$ cat config.mk
export PLATFORM = sky130hd
export DESIGN_NAME = pin_entry_controller_flat
export DESIGN_NICKNAME = d
export VERILOG_FILES = /design/src/rtl/pin_entry_controller_pkg.sv /design/src/rtl/pin_entry_controller_if.sv /design/src/rtl/pin_entry_controller_shift.sv /design/src/rtl/pin_entry_controller.sv /design/src/flat_wrapper.sv
export SDC_FILE = /design/constraint.sdc
export NUM_CORES = 1
export LEC_CHECK = 0
export ABC_CLOCK_PERIOD_IN_PS = 2770
export CAP_MARGIN = 20
export CORE_MARGIN = 2
export CORE_UTILIZATION = 38
export DETAILED_ROUTE_END_ITERATION = 12
export SYNTH_ARGS = -nofsm -noshare
export SYNTH_HDL_FRONTEND = slang
export SYNTH_HIERARCHICAL = 1
export SYNTH_SLANG_ARGS = --single-unit
$ cat constraint.sdc
create_clock -name clk -period 2.77 [get_ports clk]
set_clock_uncertainty 0.2 [all_clocks]
set_input_delay 0.4155 -clock clk [delete_from_list [all_inputs] [get_ports clk]]
set_output_delay 0.4155 -clock clk [all_outputs]
set_load 0.05 [all_outputs]
$ cat src/rtl/pin_entry_controller_pkg.sv
// Shared types and constants for the ATM card/PIN entry controller.
package pin_entry_controller_pkg;

    typedef enum logic [2:0] {
        StIdle,
        StEnter,
        StCheck,
        StGranted,
        StLocked
    } state_e;

    localparam logic [3:0] KEY_CLEAR  = 4'hA;
    localparam logic [3:0] KEY_CANCEL = 4'hB;
    localparam logic [3:0] KEY_ENTER  = 4'hC;

    localparam int unsigned PIN_W = 16;

    function automatic logic is_digit(input logic [3:0] key);
        return key <= 4'd9;
    endfunction

endpackage

$ cat src/rtl/pin_entry_controller_if.sv
// Request/response bus between the PIN entry controller and the authenticator.
interface pin_entry_controller_if;
    import pin_entry_controller_pkg::*;

    logic [3:0]       auth_acc_num;
    logic [PIN_W-1:0] auth_pin;
    logic             auth_req;
    logic             acc_found_stat;
    logic             acc_auth_stat;

    modport master (
        output auth_acc_num,
        output auth_pin,
        output auth_req,
        input  acc_found_stat,
        input  acc_auth_stat
    );

    modport slave (
        input  auth_acc_num,
        input  auth_pin,
        input  auth_req,
        output acc_found_stat,
        output acc_auth_stat
    );

endinterface

$ cat src/rtl/pin_entry_controller_shift.sv
// BCD PIN shift register with digit counter; first key ends up in the top nibble.
module pin_shift_buffer #(
    parameter int unsigned PIN_DIGITS = 4
) (
    input  logic                    clk,
    input  logic                    rst_n,
    input  logic                    i_shift,
    input  logic                    i_clear,
    input  logic [3:0]              i_digit,
    output logic [4*PIN_DIGITS-1:0] o_buf,
    output logic [2:0]              o_count,
    output logic                    o_full
);

    logic [4*PIN_DIGITS-1:0] r_buf;
    logic [2:0]              r_count;

    always_ff @(posedge clk or negedge rst_n) begin
        if (!rst_n) begin
            r_buf   <= '0;
            r_count <= '0;
        end else if (i_clear) begin
            r_buf   <= '0;
            r_count <= '0;
        end else if (i_shift) begin
            r_buf   <= {r_buf[4*PIN_DIGITS-5:0], i_digit};
            r_count <= r_count + 3'd1;
        end
    end

    assign o_buf   = r_buf;
    assign o_count = r_count;
    assign o_full  = (r_count == 3'(PIN_DIGITS));

endmodule

$ cat src/rtl/pin_entry_controller.sv
// ATM card/PIN session controller: collects a PIN, queries the authenticator, tracks retries.
module pin_entry_controller
    import pin_entry_controller_pkg::*;
#(
    parameter int unsigned PIN_DIGITS   = 4,
    parameter int unsigned MAX_ATTEMPTS = 3,
    parameter int unsigned TIMEOUT_CYC  = 1000
) (
    input  logic                          clk,
    input  logic                          rst_n,
    input  logic                          i_card_inserted,
    input  logic [3:0]                    i_card_acc_num,
    input  logic                          i_key_valid,
    input  logic [3:0]                    i_key_code,
    pin_entry_controller_if.master        auth_bus,
    output logic                          o_session_ok,
    output logic                          o_card_eject,
    output logic                          o_card_retained,
    output logic                          o_err_not_found,
    output logic                          o_err_bad_pin,
    output logic                          o_err_timeout,
    output logic [1:0]                    o_attempts_left,
    output logic [2:0]                    o_digit_count
);

    localparam int unsigned TW = $clog2(TIMEOUT_CYC);

    state_e                  r_state, w_state_d;
    logic [3:0]              r_acc, w_acc_d;
    logic [1:0]              r_attempts, w_attempts_d;
    logic [TW-1:0]           r_timer, w_timer_d;
    logic                    r_eject, w_eject_d;
    logic                    r_not_found, w_not_found_d;
    logic                    r_bad_pin, w_bad_pin_d;
    logic                    r_timeout, w_timeout_d;

    logic                    w_shift, w_clear, w_full;
    logic [4*PIN_DIGITS-1:0] w_buf;
    logic [2:0]              w_count;

    pin_shift_buffer #(
        .PIN_DIGITS (PIN_DIGITS)
    ) u_buf (
        .clk     (clk),
        .rst_n   (rst_n),
        .i_shift (w_shift),
        .i_clear (w_clear),
        .i_digit (i_key_code),
        .o_buf   (w_buf),
        .o_count (w_count),
        .o_full  (w_full)
    );

    always_ff @(posedge clk or negedge rst_n) begin
        if (!rst_n) begin
            r_state     <= StIdle;
            r_acc       <= '0;
            r_attempts  <= '0;
            r_timer     <= '0;
            r_eject     <= 1'b0;
            r_not_found <= 1'b0;
            r_bad_pin   <= 1'b0;
            r_timeout   <= 1'b0;
        end else begin
            r_state     <= w_state_d;
            r_acc       <= w_acc_d;
            r_attempts  <= w_attempts_d;
            r_timer     <= w_timer_d;
            r_eject     <= w_eject_d;
            r_not_found <= w_not_found_d;
            r_bad_pin   <= w_bad_pin_d;
            r_timeout   <= w_timeout_d;
        end
    end

    always_comb begin
        w_state_d     = r_state;
        w_acc_d       = r_acc;
        w_attempts_d  = r_attempts;
        w_timer_d     = r_timer;
        w_eject_d     = 1'b0;
        w_not_found_d = 1'b0;
        w_bad_pin_d   = 1'b0;
        w_timeout_d   = 1'b0;
        w_shift       = 1'b0;
        w_clear       = 1'b0;

        unique case (r_state)
            StIdle: begin
                w_clear = 1'b1;
                if (i_card_inserted) begin
                    w_acc_d      = i_card_acc_num;
                    w_attempts_d = 2'(MAX_ATTEMPTS);
                    w_timer_d    = '0;
                    w_state_d    = StEnter;
                end
            end
            StEnter: begin
                // Card removal wins over any key seen in the same cycle.
                if (!i_card_inserted) begin
                    w_clear   = 1'b1;
                    w_state_d = StIdle;
                end else if (i_key_valid) begin
                    w_timer_d = '0;
                    if (is_digit(i_key_code)) begin
                        w_shift = !w_full;
                    end else if (i_key_code == KEY_CLEAR) begin
                        w_clear = 1'b1;
                    end else if (i_key_code == KEY_CANCEL) begin
                        w_eject_d = 1'b1;
                        w_clear   = 1'b1;
                        w_state_d = StIdle;
                    end else if (i_key_code == KEY_ENTER && w_full) begin
                        w_state_d = StCheck;
                    end
                end else if (r_timer == TW'(TIMEOUT_CYC - 1)) begin
                    w_timeout_d = 1'b1;
                    w_eject_d   = 1'b1;
                    w_clear     = 1'b1;
                    w_state_d   = StIdle;
                end else begin
                    w_timer_d = r_timer + 1'b1;
                end
            end
            StCheck: begin
                if (!i_card_inserted) begin
                    w_clear   = 1'b1;
                    w_state_d = StIdle;
                end else if (!auth_bus.acc_found_stat) begin
                    w_not_found_d = 1'b1;
                    w_eject_d     = 1'b1;
                    w_clear       = 1'b1;
                    w_state_d     = StIdle;
                end else if (auth_bus.acc_auth_stat) begin
                    w_state_d = StGranted;
                end else begin
                    w_attempts_d = r_attempts - 1'b1;
                    w_clear      = 1'b1;
                    if (r_attempts == 2'd1) begin
                        w_state_d = StLocked;
                    end else begin
                        w_bad_pin_d = 1'b1;
                        w_timer_d   = '0;
                        w_state_d   = StEnter;
                    end
                end
            end
            StGranted: begin
                if (!i_card_inserted) begin
                    w_clear   = 1'b1;
                    w_state_d = StIdle;
                end else if (i_key_valid && i_key_code == KEY_CANCEL) begin
                    w_eject_d = 1'b1;
                    w_clear   = 1'b1;
                    w_state_d = StIdle;
                end
            end
            StLocked: begin
                w_clear = 1'b1;
            end
            default: begin
                w_clear   = 1'b1;
                w_state_d = StIdle;
            end
        endcase
    end

    // The PIN and account are only driven onto the bus during the one CHECK cycle.
    assign auth_bus.auth_req     = (r_state == StCheck);
    assign auth_bus.auth_acc_num = (r_state == StCheck) ? r_acc : 4'd0;
    assign auth_bus.auth_pin     = (r_state == StCheck) ? PIN_W'(w_buf) : '0;

    assign o_session_ok    = (r_state == StGranted);
    assign o_card_retained = (r_state == StLocked);
    assign o_card_eject    = r_eject;
    assign o_err_not_found = r_not_found;
    assign o_err_bad_pin   = r_bad_pin;
    assign o_err_timeout   = r_timeout;
    assign o_attempts_left = r_attempts;
    assign o_digit_count   = w_count;

endmodule

$ cat src/flat_wrapper.sv
// flat-port wrapper written by rule: the top's interface ports become plain ports
module pin_entry_controller_flat import pin_entry_controller_pkg::*;
#(
    parameter int unsigned PIN_DIGITS   = 4,
    parameter int unsigned MAX_ATTEMPTS = 3,
    parameter int unsigned TIMEOUT_CYC  = 1000
)
  (clk, rst_n, i_card_inserted, i_card_acc_num, i_key_valid, i_key_code, o_session_ok, o_card_eject, o_card_retained, o_err_not_found, o_err_bad_pin, o_err_timeout, o_attempts_left, o_digit_count, auth_bus_auth_acc_num, auth_bus_auth_pin, auth_bus_auth_req, auth_bus_acc_found_stat, auth_bus_acc_auth_stat);
  pin_entry_controller_if auth_bus_i ();
  input  logic clk;
  input  logic rst_n;
  input  logic i_card_inserted;
  input  logic [3:0] i_card_acc_num;
  input  logic i_key_valid;
  input  logic [3:0] i_key_code;
  output logic o_session_ok;
  output logic o_card_eject;
  output logic o_card_retained;
  output logic o_err_not_found;
  output logic o_err_bad_pin;
  output logic o_err_timeout;
  output logic [1:0] o_attempts_left;
  output logic [2:0] o_digit_count;
  output wire logic [$bits(auth_bus_i.auth_acc_num)-1:0] auth_bus_auth_acc_num;
  output wire logic [$bits(auth_bus_i.auth_pin)-1:0] auth_bus_auth_pin;
  output wire logic [$bits(auth_bus_i.auth_req)-1:0] auth_bus_auth_req;
  input wire logic [$bits(auth_bus_i.acc_found_stat)-1:0] auth_bus_acc_found_stat;
  input wire logic [$bits(auth_bus_i.acc_auth_stat)-1:0] auth_bus_acc_auth_stat;
  assign auth_bus_auth_acc_num = auth_bus_i.auth_acc_num;
  assign auth_bus_auth_pin = auth_bus_i.auth_pin;
  assign auth_bus_auth_req = auth_bus_i.auth_req;
  assign auth_bus_i.acc_found_stat = auth_bus_acc_found_stat;
  assign auth_bus_i.acc_auth_stat = auth_bus_acc_auth_stat;
  pin_entry_controller #(.PIN_DIGITS(PIN_DIGITS), .MAX_ATTEMPTS(MAX_ATTEMPTS), .TIMEOUT_CYC(TIMEOUT_CYC)) u_core (.clk(clk), .rst_n(rst_n), .i_card_inserted(i_card_inserted), .i_card_acc_num(i_card_acc_num), .i_key_valid(i_key_valid), .i_key_code(i_key_code), .auth_bus(auth_bus_i), .o_session_ok(o_session_ok), .o_card_eject(o_card_eject), .o_card_retained(o_card_retained), .o_err_not_found(o_err_not_found), .o_err_bad_pin(o_err_bad_pin), .o_err_timeout(o_err_timeout), .o_attempts_left(o_attempts_left), .o_digit_count(o_digit_count));
endmodule
; After elaboration in Yosys (flattened, before gate mapping)
; Cells that the tools add are included.
[op_classes]
add_sub_neg = 3
magnitude_cmp = 1
n_eq_ne = 22
n_mux = 68
bitwise = 1
n_reduce_logical = 11
[op_table]
columns = cell, n
row1 = $mux 10, 8
row2 = $mux 16, 3
row3 = $mux 3, 16
row4 = $mux 1, 31
row5 = $pmux 10 s3, 1
row6 = $pmux 3 s5, 1
row7 = $eq 4x4->1 const B, 3
row8 = $add 10x1->10 const B, 1
row9 = $eq 10x10->1 const B, 1
row10 = $ne 2x2->1 const B, 5
row11 = $mux 2, 4
row12 = $ne 4x4->1 const B, 2
row13 = $reduce_and 8->1, 1
row14 = $reduce_and 7->1, 1
row15 = $eq 3x2->1 const B, 2
row16 = $eq 3x3->1 const B, 2
row17 = $pmux 1 s3, 2
row18 = $ne 5x3->1 const B, 1
row19 = $reduce_and 5->1, 1
row20 = $le 4x4->1 const B, 1
row21 = $mux 4, 1
row22 = $ne 4x3->1 const B, 1
row23 = $pmux 2 s2, 1
row24 = $reduce_bool 2->1, 2
row25 = other kinds (13), 14
[totals]
reg_bits = 42
inputBits = 14
output_inout_bits = 32

; Depth between registers and ports, before layout
[logic_depth]
word_depth = 9
ltp_mapped = 10

; Cells and area by module
; Netlist, hierarchy kept.
[by_module_without_submodules]
columns = module, n_inst, cells_each, area_each_um2, seq_area_each_um2
row1 = pin_entry_controller, 1, 164, 1511.4, 575.6
row2 = pin_shift_buffer, 1, 67, 819.5, 475.5

; Worst setup path before layout
; No wires, ideal clock.
[synth_path]
path_kind = register to output
start = register u_core.r_state[1]
end = output port auth_bus_auth_pin[10]
t_arrival_ns = 2.033
required_time_ns = 2.155
setup_slack_ns = 0.121
path_stages_with_launch = 5
n_path_buf = 2
path_cell_list = dfrtp_1 -> buf_2 -> nor3b_1 -> clkbuf_1 -> and2_1
[synth_between]
elab_chain_cells = 2
[synth_lines]
columns = item, line
row1 = start: declaration, pin_entry_controller.sv:28  ; state_e r_state, w_state_d;
row2 = start signal: assignment, pin_entry_controller.sv:56  ; r_state <= StIdle;
row3 = start signal: assignment, pin_entry_controller.sv:65  ; r_state <= w_state_d;
row4 = $eq 3x2->1, n/a
row5 = net auth_bus_auth_req, flat_wrapper.sv:26  ; output wire logic [$bits(auth_bus_i.auth_req)-1:0] auth_bus_auth_req;
row6 = $mux 16, pin_entry_controller.sv:171  ; assign auth_bus.auth_pin = (r_state == StCheck) ? PIN_W'(w_buf) : '0;
row7 = end: declaration, flat_wrapper.sv:25  ; output wire logic [$bits(auth_bus_i.auth_pin)-1:0] auth_bus_auth_pin;
; The timed path passes the listed nets, and every way through them passes these cells.

; Worst setup path in the final report
[layout_path]
start = register u_core.r_state[1]
end = output port o_card_retained
[layout_between]
elab_chain_cells = 1
[layout_lines]
columns = item, line
row1 = $eq 3x3->1, pin_entry_controller.sv:174  ; assign o_card_retained = (r_state == StLocked);
row2 = end: declaration, flat_wrapper.sv:18  ; output logic o_card_retained;
; Every way passes these cells.

==> reports/qor.yml <==
outcome:
  status: "complete, no violations"
finish:
  n_antenna_cell: 0
  utilization_pct: 54.65
  layout_common_cells: "dfrtp_1 (42), and2_1 (26), clkdlybuf4s50_1 (23), buf_12 (23), nor2_1 (23)"
  drive_above_1_share_pct: 20.00
  area_growth_syn_to_layout_pct: 38.81
  final_common_cell: "dfrtp_1"
  fillCellCount: 536
  fin_cells: 360
  multi_input_area_um2: 1179
  final_nets: 302
  fin_area_um2: 3236
  regArea_um2: 1051
setup_path:
  cp-start-kind: "flop"
  cp_data_required_time_ps: 2150
  crit_type: "flop to output port"
  r2r_slack_ps: 560
  crit_buf_inv: 1
  cp-end-kind: "output port"
  reg2reg_from: "u_core/r_state[0]$_DFFE_PN0P_"
  worstPathCellList: "nor3_1 -> clkdlybuf4s50_1"
  r2r_end: "u_core/u_buf/o_buf[13]$_DFFE_PN0P_"
  reg2regPathDepth: 7
  crit_slowest_cell: "clkdlybuf4s50_1"
  crit_fanout: 12
  path_delay_family: "buffers and inverters"
  crit_arrival_ps: 2040
  max_stage_delay_ps: 860
yosys:
  synth_cell_types: 47
  netlist_area_um2: 2331
  syn_nets: 249
  syn_avg_cell_area_um2: 10.09
  ys_seq_elements: 42
  syn-instance-count: 231
  ys_warn_count: 6
  ys_seq_area_share_pct: 45.09
  ys.flop_type: "dfrtp_1"
  synth.top_cell.area_share_pct: 45.09
  ys_top_cells_by_area: "dfrtp_1 (45%), mux2i_1 (8.2%), and2_1 (7.0%)"
  synth_edf_count: 0
  async_flop_share_pct: 100.0
  synth_area_leader_cell: "dfrtp_1"
die:
  initial_core_util_pct: 39.37
  dieArea_um2: 6777
  rows: 28
  die_h_um: 82.32
  die_w_um: 82.32
  ios: 46
  core_um2: 5921
placed_design:
  place_area_um2: 3143
  gp_congestion: 0.7839
  place_hpwl_um: 3762
  portBuffers: 45
  placed_cells: 352
clock_network:
  cts_max_path_buffers: 2
  clock_latency_ps: 300
  cts.clk_slew.worst_paths_ps: 90
  ctsResizeCount: 0
  post_cts_buffers: 0
  htreeDepth: 2
  cts.sinks: 42
  numCtsBuffers: 5
  cts_tree: "done"
  hold_buffers: 0
  cts_root_buf: "clkbuf_8"
detailed_routing:
  wl_per_cell_um: 14.65
  routed_wl_um: 5275
  drtIter0Drc: 70
  via_per_inst: 5.272
  drc: 0
  vias: 1898
  drtAntennaViolNets: 0
  firstDrtPassIters: 4
timing:
  fin_crit_ps: 2651
  slew_violations: 0
  setup-tns-final_ps: 0
  hold_viol_final: 0
  max_slew.worst_pin.slew_ps: 940.2
  rsz0062_at_grt: "false"
  setup_viol: 0
  slew_headroom_pct: 37.32
  holdWs_ps: 42.10
  max_freq_mhz: 377.3
  post-route-period-util_pct: 95.69
power_and_ir_drop:
  powerDensity_nw_per_um2: 539.3
  peakVddDrop_uv: 307.2
  p_leak_nw: 1.320
worst_hold_path:
  hold_path_class: "input pin to async pin"
global_routing:
  grt_pass1_wl_um: 9142
  grt_pass1_vias: 1924
  grtUsageTotal_pct: 17.61
  antenna_found_initial: 0
  overflow: 0
  grt_start_max_net_pins: 43
flow_run:
  maxCapViolCount: 0
[through the flow]
| step | worst slack (ps) | power [mW] |
|---|---|---|
| 6_report | 119.4 | 1.745 |
| 5_1_grt | 23.68 | 1.860 |
| 4_1_cts | 112.8 | 1.760 |
| 3_5_place_dp | 290.7 | 1.346 |
| 3_3_place_gp | 340.7 | 1.340 |
| 2_1_floorplan | 121.4 | 1.113 |
[power by group]
| part | switching (mW) | internal [mW] | total (mW) | leakage [nW] |
|---|---|---|---|---|
| clock network | 0.234 | 0.180 | 0.414 | 0.0408 |
| logic | 0.334 | 0.273 | 0.606 | 0.716 |
| registers | 0.0520 | 0.673 | 0.725 | 0.563 |
[cells in the mapped netlist (3+ instances only)]
master    count
dfrtp_1      42
and2_1       26
nor2_1       23
mux2i_1      19
o21ai_0      11
o31ai_1       9
inv_1         7
a21oi_1       6
nand3_1       6
nor3_1        6
buf_2         5
clkbuf_1      5
mux2_2        5
nand2_1       5
ha_1          4
nand4_1       4
a31oi_1       3
and3_1        3
buf_6         3
nand2b_1      3
[sequential cells by signal (all words and copies together) (netlist names)]
signal                  cells
u_core/o_attempts_left      2
u_core/o_card_eject         1
u_core/o_err_bad_pin        1
u_core/o_err_not_found      1
u_core/o_err_timeout        1
u_core/r_acc                4
u_core/r_state              3
u_core/r_timer             10
u_core/u_buf/o_buf         16
u_core/u_buf/o_count        3
[how the worst max path moves through the flow]
stage                                  startpoint                            endpoint  slack, ps  depth (start not counted)
finish              u_core/r_state[1]$_DFFE_PN0P_                     o_card_retained        120                          2
global route        u_core/r_state[2]$_DFFE_PN0P_                     o_card_retained         20                          3
CTS                 u_core/r_state[1]$_DFFE_PN0P_                     o_card_retained        110                          2
detailed placement                    i_key_valid  u_core/u_buf/o_buf[13]$_DFFE_PN0P_        290                          7
global placement                      i_key_valid  u_core/u_buf/o_buf[15]$_DFFE_PN0P_        340                          7
floorplan           u_core/r_state[1]$_DFFE_PN0P_               auth_bus_auth_pin[10]        120                          4
[layer usage]
| metal | vias up | routed length, µm | part of all wire, % | GRT usage [%] |
|---|---|---|---|---|
| met1 | 912 | 2390 | 45 | 22.71 |
| met4 | 0 | 75 | 1.4 | 6.000 |
| met3 | 5 | 234 | 4.4 | 3.696 |
| li1 | 936 | - | - | - |
| met5 | - | 0 | 0 | 0 |
| met2 | 45 | 2576 | 49 | 29.27 |
[cells by family after synthesis]
| family | count (synthesis) | synth area share [%] |
|---|---|---|
| and+or+nand+nor | 95 | 23.83 |
| AOI/OAI and AO/OA | 44 | 13.20 |
| DFF | 42 | 45.09 |
| muxes | 24 | 10.57 |
| buffers and inverters | 21 | 4.777 |
| adders and majority gates | 4 | 2.147 |
| xor gates and xnor gates | 1 | 0.3758 |
[layout make-up]
class                      instances  share of cell area, %
clock buffer                       5                  2.127
clock inverter                     3                 0.7347
inverter                           7                 0.8121
multi-input combinational        168                  36.43
sequential                        42                  32.48
tap                               75                  2.900
timing repair buffer              60                  24.52
No activity file was read; power rests on OpenSTA's default activity.
